## src/rtl/msi_irq_queue_pkg.sv

```systemverilog
// Shared tile definitions for the MSI interrupt queue: code width shared with
// the SFR block's msi_code output, status counter width and a saturating
// increment helper.
package msi_irq_queue_pkg;

  localparam int MSI_CODE_W = 8;
  localparam int DROP_CNT_W = 8;

  function automatic logic [DROP_CNT_W-1:0] sat_inc(input logic [DROP_CNT_W-1:0] v);
    return (v == '1) ? v : v + DROP_CNT_W'(1);
  endfunction

endpackage

```

## src/rtl/msi_irq_queue_if.sv

```systemverilog
// MSI push / IRQ pop handshake between the SFR block, the core and the queue.
// master = SFR+core side, slave = msi_irq_queue.
interface msi_irq_queue_if
  import msi_irq_queue_pkg::*;
#(
  parameter int CODE_W = MSI_CODE_W
);
  logic              msi_req_i;
  logic [CODE_W-1:0] msi_code_bi;
  logic              irq_req_o;
  logic [CODE_W-1:0] irq_code_bo;
  logic              irq_ack_i;

  modport master (
    output msi_req_i, msi_code_bi, irq_ack_i,
    input  irq_req_o, irq_code_bo
  );

  modport slave (
    input  msi_req_i, msi_code_bi, irq_ack_i,
    output irq_req_o, irq_code_bo
  );
endinterface

```

## src/rtl/msi_irq_queue_fifo.sv

```systemverilog
// Generic DEPTH-entry circular buffer: pointers, occupancy, full/empty.
// The caller guarantees push_i is only raised when a slot is free (or a pop
// happens in the same cycle); clr_i is a plain synchronous clear.
module msi_fifo #(
  parameter  int DEPTH  = 4,
  parameter  int CODE_W = 8,
  localparam int PTR_W  = $clog2(DEPTH),
  localparam int LVL_W  = PTR_W + 1
) (
  input  logic              clk_i,
  input  logic              rst_i,
  input  logic              clr_i,
  input  logic              push_i,
  input  logic              pop_i,
  input  logic [CODE_W-1:0] wdata_bi,
  output logic [CODE_W-1:0] head_bo,
  output logic [CODE_W-1:0] next_bo,
  output logic [LVL_W-1:0]  level_o,
  output logic              full_o,
  output logic              empty_o
);

  logic [CODE_W-1:0] mem_q [DEPTH];
  logic [PTR_W-1:0]  wptr_q, wptr_d;
  logic [PTR_W-1:0]  rptr_q, rptr_d;
  logic [PTR_W-1:0]  rptr_inc;
  logic [LVL_W-1:0]  level_q, level_d;

  assign rptr_inc = rptr_q + PTR_W'(1);

  // Next-state for pointers and occupancy; clear wins over push/pop.
  always_comb begin
    wptr_d  = wptr_q;
    rptr_d  = rptr_q;
    level_d = level_q;
    if (clr_i) begin
      wptr_d  = '0;
      rptr_d  = '0;
      level_d = '0;
    end else begin
      if (push_i) wptr_d = wptr_q + PTR_W'(1);
      if (pop_i)  rptr_d = rptr_inc;
      case ({push_i, pop_i})
        2'b10:   level_d = level_q + LVL_W'(1);
        2'b01:   level_d = level_q - LVL_W'(1);
        default: level_d = level_q;
      endcase
    end
  end

  // Control state register with async reset.
  always_ff @(posedge clk_i or posedge rst_i) begin
    if (rst_i) begin
      wptr_q  <= '0;
      rptr_q  <= '0;
      level_q <= '0;
    end else begin
      wptr_q  <= wptr_d;
      rptr_q  <= rptr_d;
      level_q <= level_d;
    end
  end

  // Storage array; data only, no reset needed since level gates validity.
  always_ff @(posedge clk_i) begin
    if (push_i && !clr_i) mem_q[wptr_q] <= wdata_bi;
  end

  assign head_bo = mem_q[rptr_q];
  assign next_bo = mem_q[rptr_inc];
  assign level_o = level_q;
  assign full_o  = (level_q == LVL_W'(DEPTH));
  assign empty_o = (level_q == '0);

endmodule

```

## src/rtl/msi_irq_queue.sv

```systemverilog
// MSI interrupt queue: buffers MSI codes from the SFR block and presents them
// to the core as a registered level request with code. Adds drop/overflow
// status and a synchronous flush on top of the generic msi_fifo.
module msi_irq_queue
  import msi_irq_queue_pkg::*;
#(
  parameter  int DEPTH  = 4,
  parameter  int CODE_W = MSI_CODE_W,
  localparam int LVL_W  = $clog2(DEPTH) + 1
) (
  input  logic                  clk_i,
  input  logic                  rst_i,
  input  logic                  flush_i,
  msi_irq_queue_if.slave        bus,
  output logic [LVL_W-1:0]      level_o,
  output logic                  ovf_o,
  output logic [DROP_CNT_W-1:0] drop_cnt_o
);

  logic                  push_ok, pop_ok, drop;
  logic                  fifo_full, fifo_empty;
  logic [CODE_W-1:0]     fifo_head, fifo_next;
  logic [LVL_W-1:0]      fifo_level;

  logic                  irq_req_q, irq_req_d;
  logic [CODE_W-1:0]     irq_code_q, irq_code_d;
  logic                  ovf_q, ovf_d;
  logic [DROP_CNT_W-1:0] drop_cnt_q, drop_cnt_d;

  // A pop needs a presented head; a push into a full queue is only accepted
  // when the same cycle frees a slot. Flush suppresses both.
  assign pop_ok  = bus.irq_ack_i & irq_req_q & ~fifo_empty & ~flush_i;
  assign push_ok = bus.msi_req_i & (~fifo_full | pop_ok) & ~flush_i;
  assign drop    = bus.msi_req_i & fifo_full & ~pop_ok & ~flush_i;

  msi_fifo #(
    .DEPTH  (DEPTH),
    .CODE_W (CODE_W)
  ) u_fifo (
    .clk_i    (clk_i),
    .rst_i    (rst_i),
    .clr_i    (flush_i),
    .push_i   (push_ok),
    .pop_i    (pop_ok),
    .wdata_bi (bus.msi_code_bi),
    .head_bo  (fifo_head),
    .next_bo  (fifo_next),
    .level_o  (fifo_level),
    .full_o   (fifo_full),
    .empty_o  (fifo_empty)
  );

  // Predict next-cycle head/request so the outputs can be registered.
  always_comb begin
    irq_req_d  = irq_req_q;
    irq_code_d = irq_code_q;
    ovf_d      = ovf_q;
    drop_cnt_d = drop_cnt_q;
    if (flush_i) begin
      irq_req_d  = 1'b0;
      irq_code_d = '0;
      ovf_d      = 1'b0;
      drop_cnt_d = '0;
    end else begin
      if (drop) begin
        ovf_d      = 1'b1;
        drop_cnt_d = sat_inc(drop_cnt_q);
      end
      if (pop_ok) begin
        // With one entry left the only possible next head is a same-cycle push.
        if (fifo_level == LVL_W'(1)) begin
          irq_req_d = push_ok;
          if (push_ok) irq_code_d = bus.msi_code_bi;
        end else begin
          irq_code_d = fifo_next;
        end
      end else if (!irq_req_q && push_ok) begin
        irq_req_d  = 1'b1;
        irq_code_d = bus.msi_code_bi;
      end else if (irq_req_q) begin
        irq_code_d = fifo_head;
      end
    end
  end

  // Output and status registers with async reset.
  always_ff @(posedge clk_i or posedge rst_i) begin
    if (rst_i) begin
      irq_req_q  <= 1'b0;
      irq_code_q <= '0;
      ovf_q      <= 1'b0;
      drop_cnt_q <= '0;
    end else begin
      irq_req_q  <= irq_req_d;
      irq_code_q <= irq_code_d;
      ovf_q      <= ovf_d;
      drop_cnt_q <= drop_cnt_d;
    end
  end

  assign bus.irq_req_o   = irq_req_q;
  assign bus.irq_code_bo = irq_code_q;
  assign level_o         = fifo_level;
  assign ovf_o           = ovf_q;
  assign drop_cnt_o      = drop_cnt_q;

endmodule

```

## src/flat_wrapper.sv

```systemverilog
// flat-port wrapper written by rule: the top's interface ports become plain ports
module msi_irq_queue_flat import msi_irq_queue_pkg::*;
#(
  parameter  int DEPTH  = 4,
  parameter  int CODE_W = MSI_CODE_W,
  localparam int LVL_W  = $clog2(DEPTH) + 1
)
  (clk_i, rst_i, flush_i, level_o, ovf_o, drop_cnt_o, bus_msi_req_i, bus_msi_code_bi, bus_irq_ack_i, bus_irq_req_o, bus_irq_code_bo);
  msi_irq_queue_if #(.CODE_W(CODE_W)) bus_i ();
  input  logic clk_i;
  input  logic rst_i;
  input  logic flush_i;
  output logic [LVL_W-1:0] level_o;
  output logic ovf_o;
  output logic [DROP_CNT_W-1:0] drop_cnt_o;
  input wire logic [$bits(bus_i.msi_req_i)-1:0] bus_msi_req_i;
  input wire logic [$bits(bus_i.msi_code_bi)-1:0] bus_msi_code_bi;
  input wire logic [$bits(bus_i.irq_ack_i)-1:0] bus_irq_ack_i;
  output wire logic [$bits(bus_i.irq_req_o)-1:0] bus_irq_req_o;
  output wire logic [$bits(bus_i.irq_code_bo)-1:0] bus_irq_code_bo;
  assign bus_i.msi_req_i = bus_msi_req_i;
  assign bus_i.msi_code_bi = bus_msi_code_bi;
  assign bus_i.irq_ack_i = bus_irq_ack_i;
  assign bus_irq_req_o = bus_i.irq_req_o;
  assign bus_irq_code_bo = bus_i.irq_code_bo;
  msi_irq_queue #(.DEPTH(DEPTH), .CODE_W(CODE_W)) u_core (.clk_i(clk_i), .rst_i(rst_i), .flush_i(flush_i), .bus(bus_i), .level_o(level_o), .ovf_o(ovf_o), .drop_cnt_o(drop_cnt_o));
endmodule
```

## config.mk

```make
export PLATFORM = sky130hd
export DESIGN_NAME = msi_irq_queue_flat
export DESIGN_NICKNAME = d
export VERILOG_FILES = /design/src/rtl/msi_irq_queue_pkg.sv /design/src/rtl/msi_irq_queue_if.sv /design/src/rtl/msi_irq_queue_fifo.sv /design/src/rtl/msi_irq_queue.sv /design/src/flat_wrapper.sv
export SDC_FILE = /design/constraint.sdc
export NUM_CORES = 1
export LEC_CHECK = 0
export ABC_AREA = 1
export BUFFER_PORTS_ARGS = -buffer_cell sky130_fd_sc_hd__buf_2
export CORE_AREA = 2 2 92 94
export DETAILED_ROUTE_END_ITERATION = 10
export DIE_AREA = 0 0 94 96
export GPL_TIMING_DRIVEN = 0
export PLACE_DENSITY_LB_ADDON = 0.2
export SLEW_MARGIN = 10
export SYNTH_ARGS = -nofsm -noshare
export SYNTH_HDL_FRONTEND = slang
export SYNTH_SLANG_ARGS = --single-unit
```

## constraint.sdc

```tcl
create_clock -name clk_i -period 3.32 [get_ports clk_i]
set_input_delay 0.166 -clock clk_i [delete_from_list [all_inputs] [get_ports clk_i]]
set_output_delay 0.166 -clock clk_i [all_outputs]
set_load 0.01 [all_outputs]
```

# Word level (Yosys, flattened, before mapping)
# Memories as Yosys holds them, arrays and structs flattened.
# Cells that the tools add are included.
# totals
word_cells	71
mem_count	1
output_inout_bits	21
in_bits	13
regBits	25
ram_bits	32
# mem_list
memory	words	width	read_ports	rd_clocked_by_memory_dff	write_ports	line	rtl
u_core.u_fifo.mem_q	4	8	2	0	1	msi_irq_queue_fifo.sv:23	logic [CODE_W-1:0] mem_q [DEPTH];
# op_classes
reduce_logical	14
bitwise_logic	13
mux	23
eq_ne	8
addsub	5
# op_table
cell	n
8-bit 2-to-1 mux	9
8-bit by 1-bit adder with 8-bit output, second input constant	1
1-bit bitwise AND	8
8-bit equality test, second input constant	1
1-bit 2-to-1 mux	8
2-bit 2-to-1 mux	4
3-bit case mux with 2 select lines	1
2-bit AND reduction	3
2-bit nonzero test	3
3-bit nonzero test	2
2-bit by 1-bit adder with 2-bit output, second input constant	2
4-bit by 3-bit inequality test with 1-bit output, second input constant	1
1-bit inverter	4
4-bit nonzero test	1
3-bit by 1-bit adder with 3-bit output, second input constant	1
3-bit by 1-bit equality test with 1-bit output, second input constant	1
3-bit equality test, second input constant	1
3-bit logical NOT	1
3-bit 2-to-1 mux	1
3-bit inequality test, second input constant	1
3-bit by 1-bit subtractor with 3-bit output, second input constant	1
2-bit by 1-bit equality test with 1-bit output, second input constant	1
2-bit equality test, second input constant	1
1-bit logical AND	2
other kinds (3)	4

# Depth between registers and ports, before layout
# depth
ltp_word	11
depth_mapped	13
mapped_depth_nobuf	13

# By module
# From an unflattened synthesis, not the netlist that was laid out.
# unflattened
hier_cells	378
area_unflattened_um2	3393.3
# modules_own_cells
mod	seq_area_each_um2	n_inst	area_each_um2	cells_each
msi_fifo	1136.1	1	2020.7	203
msi_irq_queue	450.4	1	1372.6	175

# Least setup slack after synthesis
# Ideal clock, no wire load.
# synth_path
path_type	flip-flop to flip-flop
startpoint	register u_core.u_fifo.level_q[0] (netlist: u_core.u_fifo.level_o[0])
endpoint	memory u_core.u_fifo.mem_q[0][0], enable pin
path_buffers	0
period_less_slack_ns	2.053
t_arrival_ns	1.682
required_ns	2.949
path_slack_ns	1.267
stages_incl_launch_ff	10
cell_sequence	dfrtp_1 -> inv_1 -> ha_1 -> nand2_2 -> nand3_4 -> nand2_4 -> nand2_2 -> nor2_2 -> inv_1 -> nor2_1
# synth_between
elab_chain_cells	10
# synth_rtl
element	line	rtl
start, declared	msi_irq_queue_fifo.sv:27	logic [LVL_W-1:0] level_q, level_d;
start signal, assigned	msi_irq_queue_fifo.sv:60	level_q <= level_d;
3-bit logical NOT	msi_irq_queue_fifo.sv:73	assign empty_o = (level_q == '0);
1-bit inverter	msi_irq_queue.sv:32	assign pop_ok = bus.irq_ack_i & irq_req_q & ~fifo_empty & ~flush_i;
1-bit bitwise AND (2 in series)	msi_irq_queue.sv:32	
1-bit OR *	msi_irq_queue.sv:33	assign push_ok = bus.msi_req_i & (~fifo_full | pop_ok) & ~flush_i;
1-bit bitwise AND * (2 in series)	msi_irq_queue.sv:33	
1-bit logical AND *	msi_irq_queue_fifo.sv:66	if (push_i && !clr_i) mem_q[wptr_q] <= wdata_bi;
1-bit 2-to-1 mux *	msi_irq_queue_fifo.sv:66	
1-bit 2-to-1 mux (not written as such) *	msi_irq_queue_fifo.sv:66	
end, declared	msi_irq_queue_fifo.sv:23	
# Mark *: on every way between the ends. The rest lies on a longest branch, timed or not.

# Worst setup path after layout
# layout_path
startpoint	register u_core.u_fifo.level_q[0] (netlist: u_core.u_fifo.level_o[0])
endpoint	memory u_core.u_fifo.mem_q[0][6], enable pin
# Same word-level chain as after synthesis.

==> out/qor.txt <==
Worst Setup End Kind -> flop
Max Freq -> 414 MHz
Total wire length -> 7310 um
Mux cell area share after synthesis -> 0
Initial antenna violation count -> 0
Post-synthesis adder-cell area fraction -> 0.0360
Clock slew at reported path FFs -> 0.07 ns
CP Max Fanout -> 8
Total gr overflow -> 0
Synth unique cells -> 28
Critical Path RT -> 3.28 ns
Core ar. -> 0.00805 mm^2
Nets -> 443
Synth Area in Simple Gates -> 0.220
Hold buffer count at CTS -> 0
Area delta synth->final -> 16.1%
Fin worst setup slack -> 0.904 ns
Clock period minus worst slack -> 2.42 ns
Worst hold-check path type -> in2async
CTS tree -> yes
Slowest stage delay, CP -> 0.63 ns
Reg2reg setup slack -> 0.90 ns
Dpl hpwl -> 5490 um
Status -> finished, final reports clean
Setup_tns -> 0 ns
Fin util -> 0.451
Vias in the first global route -> 2514
Compound-gate portion of the synthesized area -> 0.145
Total clock sinks -> 57
Worst slack at placement -> 0.863 ns
Clock buffer depth -> 2
Initial Util -> 0.389
Post-DR wirelength/cell -> 13.8 um
Syn_area_per_cell -> 8.30 um^2
Fill cells -> 826
WP buf/inv -> 2
Final setup violation count -> 0
Pwr/cell area -> 564 mW/mm^2
Global placement routability congestion -> 0.807
Yosys Warn Count -> 0
Startpoint types -> flop
Drt first pass iters -> 4
RSZ-0062 raised after global routing -> no
Clk Tree Root Cell -> clkbuf_8
Area post-placement -> 0.00343 mm^2
Crit-path leading delay family -> simple AND/OR/NAND/NOR gates
Largest net degree at the start of global routing -> 26
Total setup buffers inserted after CTS -> 0
Final hold vios -> 0
Most common cell after layout, fill and taps aside -> nand2_1
Tot Pwr -> 0.00205 W
Worst vdd ir -> 0.413 mV
Worst path cell trace -> inv_1, ha_1, nand2_2, nand3_4, nand2_4, nand2_2, nor2_2, inv_1, nor2_1
Slew Viols, Final -> 0
First-pass GRT wire length -> 12200 um
EDFF count, synth -> 32
Ys async rst share -> 0.439
Design area -> 0.00363 mm^2
Primary FF master, synth -> edfxtp_1
Fin crit share -> 0.728
Register area share after synthesis -> 0.507
Leakage power -> 1.66 nW
Ant diodes -> 0
Via Count -> 2583
Most frequent cells in the layout -> 80 x nand2_1, 48 x inv_1, 39 x o21ai_0
CTS resizes -> 0
Rows -> 33
Post-DR vias/cell -> 4.86
Critical path class -> reg2reg
Synth Area in XOR/XNOR -> 0.0112
Die Y -> 96 um
Clock Skew -> 0.0129 ns
Main combinational cell family by area after synthesis -> simple AND/OR/NAND/NOR gates
Worst path slowest cell -> nor2_1
Max_cap viols -> 0
Initial DRC count -> 147
Mapped cell area -> 0.00313 mm^2
Worst-margin pin slew -> 0.970 ns
Share of layout cells above drive strength 1 -> 0.169
H-tree levels -> 3
Die area -> 0.00902 mm^2
Syn Inst Count -> 377
IO buf count -> 33
CP arrival -> 2.37 ns
# DRC -> 0
#FFs+latches synth -> 57
Post-route ant nets -> 0
Die width -> 94 um
Mapped Nets -> 399
Worst skew pair latency -> 0.34 ns
# IOs -> 34
CTS Buf Count -> 9
GRT Util Overall -> 0.177
Max transition margin -> 0.353
worst register-to-register path, cell delays in order (launching register included):
cell	delay, ns
dfrtp_1	0.40
inv_1	0.10
ha_1	0.23
nand2_2	0.10
nand3_4	0.14
nand2_4	0.11
nand2_2	0.07
nor2_2	0.16
inv_1	0.10
nor2_1	0.63
area by class of cell:
type	instances	area, um^2	area share
Sequential cell	57	1590	0.437
Buffer	9	38.8	0.0107
Inverter	57	214	0.0589
Tap cell	105	131	0.0362
Multi-Input combinational cell	254	1290	0.355
Timing Repair Buffer	33	165	0.0455
Clock buffer	13	169	0.0465
Clock inverter	3	38.8	0.0107
flip-flops by register name, indices dropped and copies added, names as in the netlist:
name                    flops
u_core.drop_cnt_o           8
u_core.u_fifo.mem_q        32
u_core.u_fifo.wptr_q        2
u_core.ovf_o                1
u_core.u_fifo.rptr_q        2
u_core.bus.irq_code_bo      8
u_core.u_fifo.level_o       3
u_core.bus.irq_req_o        1
synthesized netlist by cell type (2+ instances only):
cell type   n  area [um^2]
o21a_1      4         30.0
nand2_2     4         25.0
nor2_2      3         18.8
nand2_1    80          300
o21ai_1     7         35.0
a21oi_1    32          160
nor2_1     38          143
buf_1       2         7.51
edfxtp_1   32          961
nor3_1      2         10.0
ha_1        9          113
xor2_1      3         26.3
nand3_1    14         70.1
inv_1      48          180
buf_2       4         20.0
inv_2       8         30.0
nand4_1    11         68.8
o21ai_0    39          195
dfrtp_1    25          626
nand2_4     2         22.5
clkbuf_1    3         11.3
metrics by stage:
stage	hold slack [ns]	std cells
after floorplan	0.193	377
after global placement	0.442	515
after detailed placement	0.442	515
after CTS	0.0807	531
after global routing	0.0836	531
final	0.0395	531
final timing paths:
kind | start | endpoint | cells after the start
worst max-delay path | u_core.u_fifo.level_o[0] | u_core.u_fifo.mem_q[0][6] | 9
worst min-delay path | rst_i | u_core.drop_cnt_o[2] | 2
worst max register to register | u_core.u_fifo.level_o[0] | u_core.u_fifo.mem_q[0][6] | 9
worst min register to register | u_core.ovf_o | u_core.ovf_o | 2
max in group asynchronous | rst_i | u_core.u_fifo.wptr_q[1] | 2
min in group clk_i | bus_msi_code_bi[5] | u_core.u_fifo.mem_q[0][5] | 1
power by group:
part           total (W)  switching (W)  internal, W
logic           0.000494       0.000322     0.000172
clock network   0.000680       0.000275     0.000405
registers       0.000877      0.0000504     0.000826
total            0.00205       0.000647      0.00140
cells by family after synthesis:
| family | Yosys count |
|---|---|
| XOR/XNOR | 4 |
| adder cells (fa/ha/maj) | 9 |
| buffers and inverters | 66 |
| flip-flops | 57 |
| AND/OR/NAND/NOR | 156 |
| AO/OA/AOI/OAI | 85 |
metal layers:
layer,share of wire,GRT usage
met5,0,0
met4,0.010,0.0459
met3,0.043,0.0509
met2,0.48,0.282
met1,0.47,0.239
Power figures use the tool's default switching activity.
